===== src/rtl/apu_mix_sched.sv =====
`default_nettype none
// ============================================================================
// Module   : apu_mix_sched
// Function : Polls N voices in fixed order, sums their signed samples in one
//            shared accumulator, saturates, and presents one mixed sample.
// Option   : APU_MIX_SCHED_VOLUME_EN adds a per-voice arithmetic right shift.
// Revision : 1.0  initial release
// ============================================================================
module apu_mix_sched #(
  parameter int N_VOICES = 4,
  parameter int W        = 16,
  parameter int TIMEOUT  = 15
) (
  input  logic                  clk,
  input  logic                  rst,
  input  logic                  en,
  input  logic [N_VOICES-1:0]   voice_en,
  output logic [N_VOICES-1:0]   voice_req,
  input  logic [N_VOICES-1:0]   voice_vld,
  input  logic [N_VOICES*W-1:0] voice_sample,
`ifdef APU_MIX_SCHED_VOLUME_EN
  input  logic [N_VOICES*3-1:0] voice_shift,
`endif
  output logic [W-1:0]          out_sample,
  output logic                  out_vld,
  input  logic                  out_rdy,
  output logic [N_VOICES-1:0]   underrun,
  input  logic [N_VOICES-1:0]   underrun_clr
);

  localparam int IDX_W = $clog2(N_VOICES);
  localparam int ACC_W = W + IDX_W;
  localparam logic signed [ACC_W-1:0] c_sat_max = {{(IDX_W+1){1'b0}}, {(W-1){1'b1}}};
  localparam logic signed [ACC_W-1:0] c_sat_min = {{(IDX_W+1){1'b1}}, {(W-1){1'b0}}};
  localparam logic [IDX_W-1:0]    c_last_idx = IDX_W'(N_VOICES-1);
  localparam logic [7:0]          c_to_last  = 8'(TIMEOUT-1);
  localparam logic [N_VOICES-1:0] c_one      = N_VOICES'(1);

  typedef enum logic [1:0] {
    S_IDLE  = 2'd0,
    S_FETCH = 2'd1,
    S_SAT   = 2'd2,
    S_OUT   = 2'd3
  } state_t;

  state_t                  r_state, w_state_nxt;
  logic [IDX_W-1:0]        r_idx, w_idx_nxt;
  logic [7:0]              r_cnt, w_cnt_nxt;
  logic signed [ACC_W-1:0] r_acc, w_acc_nxt;
  logic [N_VOICES-1:0]     r_req, w_req_nxt;
  logic [W-1:0]            r_out, w_out_nxt;
  logic                    r_vld, w_vld_nxt;
  logic [N_VOICES-1:0]     r_underrun, w_ur_set;

  logic signed [W-1:0]     w_samp;
  logic signed [ACC_W-1:0] w_ext;
  logic signed [ACC_W-1:0] w_addend;
  logic [2:0]              w_shift;
  logic                    w_xfer;
  logic                    w_adv;

  assign w_samp = voice_sample[r_idx*W +: W];
  assign w_ext  = w_samp;
`ifdef APU_MIX_SCHED_VOLUME_EN
  assign w_shift = voice_shift[r_idx*3 +: 3];
`else
  assign w_shift = 3'd0;
`endif
  assign w_addend = w_ext >>> w_shift;
  // r_req is one-hot at r_idx, so any overlap with vld is the current voice
  assign w_xfer   = |(r_req & voice_vld);

  always_comb begin
    w_state_nxt = r_state;
    w_idx_nxt   = r_idx;
    w_cnt_nxt   = r_cnt;
    w_acc_nxt   = r_acc;
    w_req_nxt   = r_req;
    w_out_nxt   = r_out;
    w_vld_nxt   = r_vld;
    w_ur_set    = '0;
    w_adv       = 1'b0;

    case (r_state)
      S_IDLE: begin
        w_acc_nxt = '0;
        w_idx_nxt = '0;
        w_cnt_nxt = '0;
        w_req_nxt = '0;
        if (en) begin
          w_state_nxt = S_FETCH;
          w_req_nxt   = voice_en[0] ? c_one : '0;
        end
      end
      S_FETCH: begin
        if (r_req == '0) begin
          // Unarmed cycle: the gap after a previous voice, or a skipped voice
          if (voice_en[r_idx]) begin
            w_req_nxt = c_one << r_idx;
            w_cnt_nxt = '0;
          end else begin
            w_adv = 1'b1;
          end
        end else if (w_xfer) begin
          w_acc_nxt = r_acc + w_addend;
          w_adv     = 1'b1;
        end else if (r_cnt == c_to_last) begin
          w_ur_set = (c_one << r_idx) & voice_en;
          w_adv    = 1'b1;
        end else begin
          w_cnt_nxt = r_cnt + 8'd1;
        end
      end
      S_SAT: begin
        if (r_acc > c_sat_max)      w_out_nxt = c_sat_max[W-1:0];
        else if (r_acc < c_sat_min) w_out_nxt = c_sat_min[W-1:0];
        else                        w_out_nxt = r_acc[W-1:0];
        w_vld_nxt   = 1'b1;
        w_state_nxt = S_OUT;
      end
      S_OUT: begin
        if (out_rdy) begin
          w_vld_nxt   = 1'b0;
          w_state_nxt = S_IDLE;
        end
      end
      default: w_state_nxt = S_IDLE;
    endcase

    if (w_adv) begin
      w_req_nxt = '0;
      w_cnt_nxt = '0;
      if (r_idx == c_last_idx) w_state_nxt = S_SAT;
      else                     w_idx_nxt   = r_idx + IDX_W'(1);
    end

    // Dropping en abandons any partial frame; out_sample keeps its value
    if (!en) begin
      w_state_nxt = S_IDLE;
      w_req_nxt   = '0;
      w_vld_nxt   = 1'b0;
      w_acc_nxt   = '0;
      w_idx_nxt   = '0;
      w_cnt_nxt   = '0;
    end
  end

  always_ff @(posedge clk) begin
    if (rst) begin
      r_state    <= S_IDLE;
      r_idx      <= '0;
      r_cnt      <= '0;
      r_acc      <= '0;
      r_req      <= '0;
      r_out      <= '0;
      r_vld      <= 1'b0;
      r_underrun <= '0;
    end else begin
      r_state    <= w_state_nxt;
      r_idx      <= w_idx_nxt;
      r_cnt      <= w_cnt_nxt;
      r_acc      <= w_acc_nxt;
      r_req      <= w_req_nxt;
      r_out      <= w_out_nxt;
      r_vld      <= w_vld_nxt;
      r_underrun <= (r_underrun & ~underrun_clr) | w_ur_set;
    end
  end

  assign voice_req  = r_req;
  assign out_sample = r_out;
  assign out_vld    = r_vld;
  assign underrun   = r_underrun;

endmodule
`default_nettype wire


===== config.mk =====
export PLATFORM = sky130hd
export DESIGN_NAME = apu_mix_sched
export DESIGN_NICKNAME = d
export VERILOG_FILES = /design/src/rtl/apu_mix_sched.sv
export SDC_FILE = /design/constraint.sdc
export NUM_CORES = 1
export LEC_CHECK = 0
export ABC_CLOCK_PERIOD_IN_PS = 7100
export BUFFER_PORTS_ARGS = -buffer_cell sky130_fd_sc_hd__buf_4
export CAP_MARGIN = 30
export CORE_MARGIN = 3
export CORE_UTILIZATION = 35
export DETAILED_ROUTE_END_ITERATION = 10
export PLACE_DENSITY = 0.61
export SLEW_MARGIN = 20
export SYNTH_ARGS = -nofsm -noshare
export SYNTH_HDL_FRONTEND = slang
export SYNTH_SLANG_ARGS = --single-unit

===== constraint.sdc =====
create_clock -name clk -period 7.1 [get_ports clk]
set_clock_uncertainty 0.05 [all_clocks]
set_input_delay 0.355 -clock clk [delete_from_list [all_inputs] [get_ports clk]]
set_output_delay 0.355 -clock clk [all_outputs]
set_load 0.02 [all_outputs]

* After elaboration in Yosys (flattened, before gate mapping) *
Index checks and enable logic that the tools add are counted.

storage, ports and cells
  flip-flop bits (word level) = 55
  logic and storage cells = 80

operators by class
  multiplexer cells = 34
  order comparisons = 3
  equality and inequality tests = 13
  reduce and logical (&&, ||, !) cells = 11
  shifts and indexed selects = 2
  add/sub/neg operators = 3
  bitwise gates (word level) = 6

operators with widths
  kind                                                  count
  variable part select 64 x 7 -> 16 bit                 1
  2-to-1 mux 18 bit                                     2
  case mux 18 bit (2 select lines)                      1
  2-to-1 mux 16 bit                                     2
  2-to-1 mux 8 bit                                      4
  2-to-1 mux 4 bit                                      6
  adder 18 x 16 -> 18 bit                               1
  > comparator 18 x 16 -> 1 bit, second input constant  1
  < comparator 18 x 16 -> 1 bit, second input constant  1
  case mux 8 bit (2 select lines)                       1
  AND 4 bit                                             3
  2-to-1 mux 2 bit                                      6
  inequality test 2 bit, second input constant          5
  inequality test 3 bit, second input constant          3
  adder 8 x 1 -> 8 bit, second input constant           1
  == test 8 x 4 -> 1 bit, second input constant         1
  2-to-1 mux 1 bit                                      8
  case mux 4 bit (2 select lines)                       1
  == test 2 bit, second input constant                  3
  case mux 2 bit (3 select lines)                       1
  AND reduction 3 bit                                   2
  logical NOT 4 bit                                     1
  inverter 4 bit                                        1
  bitwise OR 4 bit                                      1
  14 further kinds                                      15

* Longest topological paths before layout *
  depth in word-level cells = 7
  depth in mapped cells = 12

* Least setup slack after synthesis *
Ideal clock, no wire load.

  kind = register to register
  start point = register r_idx[0]
  end point = register r_acc[16]
  slack = 4.101 ns
  arrival = 2.832 ns
  buffers on the path = 3
  clock period less this slack = 2.999 ns
  cell stages (with the launch flop) = 13
  library setup time = 0.117 ns
  required time = 6.933 ns
  cell sequence = dfxtp_1 -> buf_6 -> buf_2 -> mux4_2 -> ha_1 -> clkbuf_1 -> nand2_1 -> nor3_1 -> a311oi_1 -> and2_1 -> o21ai_0 -> xor2_1 -> a22o_1

between the ends
  word-level cells in the longest chain between the ends = 5

ends and longest elaborated chain
  item                                   RTL line  text
  start: declaration                     47        logic [IDX_W-1:0] r_idx, w_idx_nxt;
  start signal: assignment               160       r_idx <= w_idx_nxt;
  variable part select 64 x 7 -> 16 bit  62        assign w_samp = voice_sample[r_idx*W +: W];
  adder 18 x 16 -> 18 bit                105       w_acc_nxt = r_acc + w_addend;
  2-to-1 mux 18 bit                      104       end else if (w_xfer) begin
  2-to-1 mux 18 bit                      96        if (r_req == '0) begin
  case mux 18 bit (2 select lines)       84        case (r_state)
  end signal: assignment                 162       r_acc <= w_acc_nxt;
  end: declaration                       49        logic signed [ACC_W-1:0] r_acc, w_acc_nxt;

No other way between the ends. The select of a mux whose other input is x is not followed.
A chain may end at the register's enable or synchronous reset.

* Worst setup path after layout *
  start point = register r_idx[1]
  end point = register r_acc[17]

The elaborated chain is that of the path after synthesis.

==> out/summary.txt <==
IO Pins = 105
RSZ-0062 raised after global routing = false
Post-CTS Setup Inserts = 0
Pre-antenna DRT Iters = 4
CP Max Fanout = 21
Switch Pwr = 0.155 mW
Starting Density = 36.8%
Startpoint types = flop
Drt total wl = 8610 um
XOR/XNOR Fraction of Synth Area = 5.54%
Synth cell count leaders = dfxtp_1, a21oi_1, nand2_1
Clock latency on the worst-skew pair = 0.31 ns
Post-place instance area = 4330 um^2
Setup WS post-layout = 3.72 ns
Internal = 0.484 mW
Die area = 11200 um^2
Slowest stage cell, crit path = dfxtp_1
Asr flop ratio synth = 0%
Leakage dissipation = 1.84 nW
Final Cycle Share = 47.6%
Vias in the first global route = 3115
Simple-gate area share of the yosys netlist = 15.6%
Critical R2R Capture = r_acc[17]
Worst Path Arrival = 3.54 ns
Hold Startpoint = underrun_clr[2]
Slowest cell delay on critical path = 0.95 ns
Clock buffer depth = 2
Mapped Area = 3480 um^2
DRC = 0
Synth-to-Final Area Change = 27.9%
Syn. warnings = 0
CTS Sinks = 55
Worst hold endpoint = underrun[2]
Slew @ Worst Pin = 0.949 ns
# port buffers = 104
HP Class = in2reg
Flop pwr share = 49.3%
DIE WIDTH = 106 um
Design Power = 0.639 mW
Switching part of the total = 24.2%
H-tree depth = 2
Ant diodes = 0
Dpl ws = 3.77 ns
Reg2Reg Setup Slack = 3.72 ns
Design area = 4450 um^2
Num CTS Buffers = 5
Max-slew violations = 0
Final Hold Vio Count = 0
Initial antenna violation count = 0
Logic pwr share = 16.3%
Worst VDD drop = 0.0803 mV
# setup viols final = 0
CTS resizes = 0
Rel. slew slack = 36.6%
WL/cell = 14.3 um
GR Overflow Total = 0
CTS tree = done
Reg2reg start = r_idx[1]
Row Count = 35
Synth Area in Compound Gates = 21.7%
Hold depth = 3
Final Non-Filler Cells = 604
R2R cell count = 9
Crit path required time = 7.26 ns
Largest family of logic cells by synthesized area = compound AO/OA/AOI/OAI gates
FF+latch count, synth = 55
Clock root buffer = clkbuf_8
Post-synth top area share = 31.7%
Vias after detailed routing = 3170
# nets final = 578
Mapped Cells = 385
Layout cells sized above 1 = 29.7%
Core area = 9460 um^2
Routed Antenna Nets = 0
Synth Area per Inst = 9.03 um^2
Setup TNS = 0 ns
Largest net degree at the start of global routing = 22
CP Capture Type = flop
Count leader, synth = dfxtp_1
CP Cell Sequence = mux4_2 > ha_1 > a21oi_1 > nand4b_1 > a21boi_2 > a41oi_2 > o41ai_4 > mux2i_1 > o211ai_1
Ys flop type = dfxtp_1
Max-cap violations = 0
Post-synth EDFFs = 0
GRT Overall Usage = 15.4%
Placer Congestion = 0.818
Synth area leaders = dfxtp_1, mux4_2, ha_1
Fmax = 296 MHz
PD cells = 144 nW/um^2
Detail Placement HPWL = 6870 um
Global-route wire length before repair = 14500 um
Placed cell count = 596
Status = finished clean
Crit path time final = 3.38 ns
Sequential fraction of the synthesis area = 31.7%
Post-synthesis adder-cell area fraction = 8.85%
Clock network fraction of design power = 34.5%
Vias per inst = 5.25
Mux share of post-synthesis cell area = 12.2%
Die H = 106 um
Crit path kind = reg2reg
Synth area leader = dfxtp_1
Clock slew at reported path FFs = 0.10 ns
Synth unique cells = 52
DR iter-0 viols = 108
Net Count, Synth = 489
Hold_buf cts = 0
## how the worst max path moves through the flow
stage                     startpoint         to  slack (ns)  depth (start not counted)
after CTS                   r_idx[1]  r_acc[17]        3.74                          9
after global placement      r_idx[1]  r_acc[17]        3.86                          9
after floorplan             r_idx[0]  r_acc[16]        4.10                         12
after global routing        r_idx[1]  r_acc[17]        3.49                          9
final                       r_idx[1]  r_acc[17]        3.72                          9
after detailed placement    r_idx[1]  r_acc[17]        3.77                          9
## cell families (layout without fill, tap and decap cells)
| kind of cell | Yosys count | in the layout |
|---|---|---|
| AOI/OAI and AO/OA | 116 | 116 |
| and+or+nand+nor | 112 | 112 |
| DFF | 55 | 55 |
| buffers and inverters | 36 | 126 |
| adders and majority gates | 24 | 24 |
| xor gates and xnor gates | 22 | 22 |
| muxes | 20 | 20 |
## flip-flops by register name, indices dropped and copies added (netlist names)
name	flops
underrun	4
r_state	2
voice_req	4
r_acc	18
r_cnt	8
out_sample	16
r_idx	2
out_vld	1
## cell usage in the layout, fill, tap and decap left out, types with 2 or more instances in the layout
master	synthesis	routed
buf_4	0	105
o21ai_0	24	24
a22o_1	8	8
mux4_1	3	3
and3_1	2	2
and2_1	2	2
inv_1	13	13
nand2b_1	8	8
xor2_1	13	13
nor3_1	4	3
ha_1	23	23
o211ai_1	3	3
o21bai_1	2	2
nand3_1	9	9
nor4_1	2	2
or2_2	2	2
a211oi_1	3	3
nor2_1	32	32
nand2_1	38	38
mux4_2	14	14
a31oi_1	4	4
mux2i_1	3	3
a21oi_1	43	43
clkbuf_8	0	6
xnor2_1	9	9
nor2b_1	3	3
dfxtp_1	55	55
nand4_1	4	4
a21o_1	6	6
a22oi_1	9	9
a31o_2	2	2
## worst max-delay path: cells and delay by family, from the launching register on
kind,cells,cell delay (ns)
AO/OA/AOI/OAI,5,1.09
AND/OR/NAND/NOR,1,0.23
multiplexers,2,0.66
flip-flops,1,0.95
adder cells (fa/ha/maj),1,0.29
## per-stage QoR
stage | hold WS (ns) | util [%]
6_report | 0.245 | 47.0
5_1_grt | 0.236 | 47.0
4_1_cts | 0.237 | 47.0
3_5_place_dp | 0.386 | 45.8
3_3_place_gp | 0.393 | 45.7
2_1_floorplan | 0.424 | -
## final cells by class
class	count	area, um^2
tap	129	161
sequential	55	1100
clock buffer	6	82.6
fill	993	5010
inverter	13	48.8
clock inverter	2	38.8
timing repair buffer	105	788
multi-input combinational	294	2230
## power by group through the flow
stage	clock, mW	sequential (mW)	combinational, mW
finish	0.221	0.315	0.104
global route	0.234	0.315	0.115
CTS	0.226	0.315	0.104
detailed placement	0	0.322	0.104
global placement	0	0.322	0.101
floorplan	0	0.321	0.0603
## routing by layer
metal  global-route usage [%]  vias up  share of wire [%]
met1                     19.5     1481                 44
met5                        0        -                  0
met3                     2.69        9                6.3
li1                         -     1584                  -
met4                     3.42        0                1.0
met2                     27.3       96                 48
No activity file was read; power rests on OpenSTA's default activity.
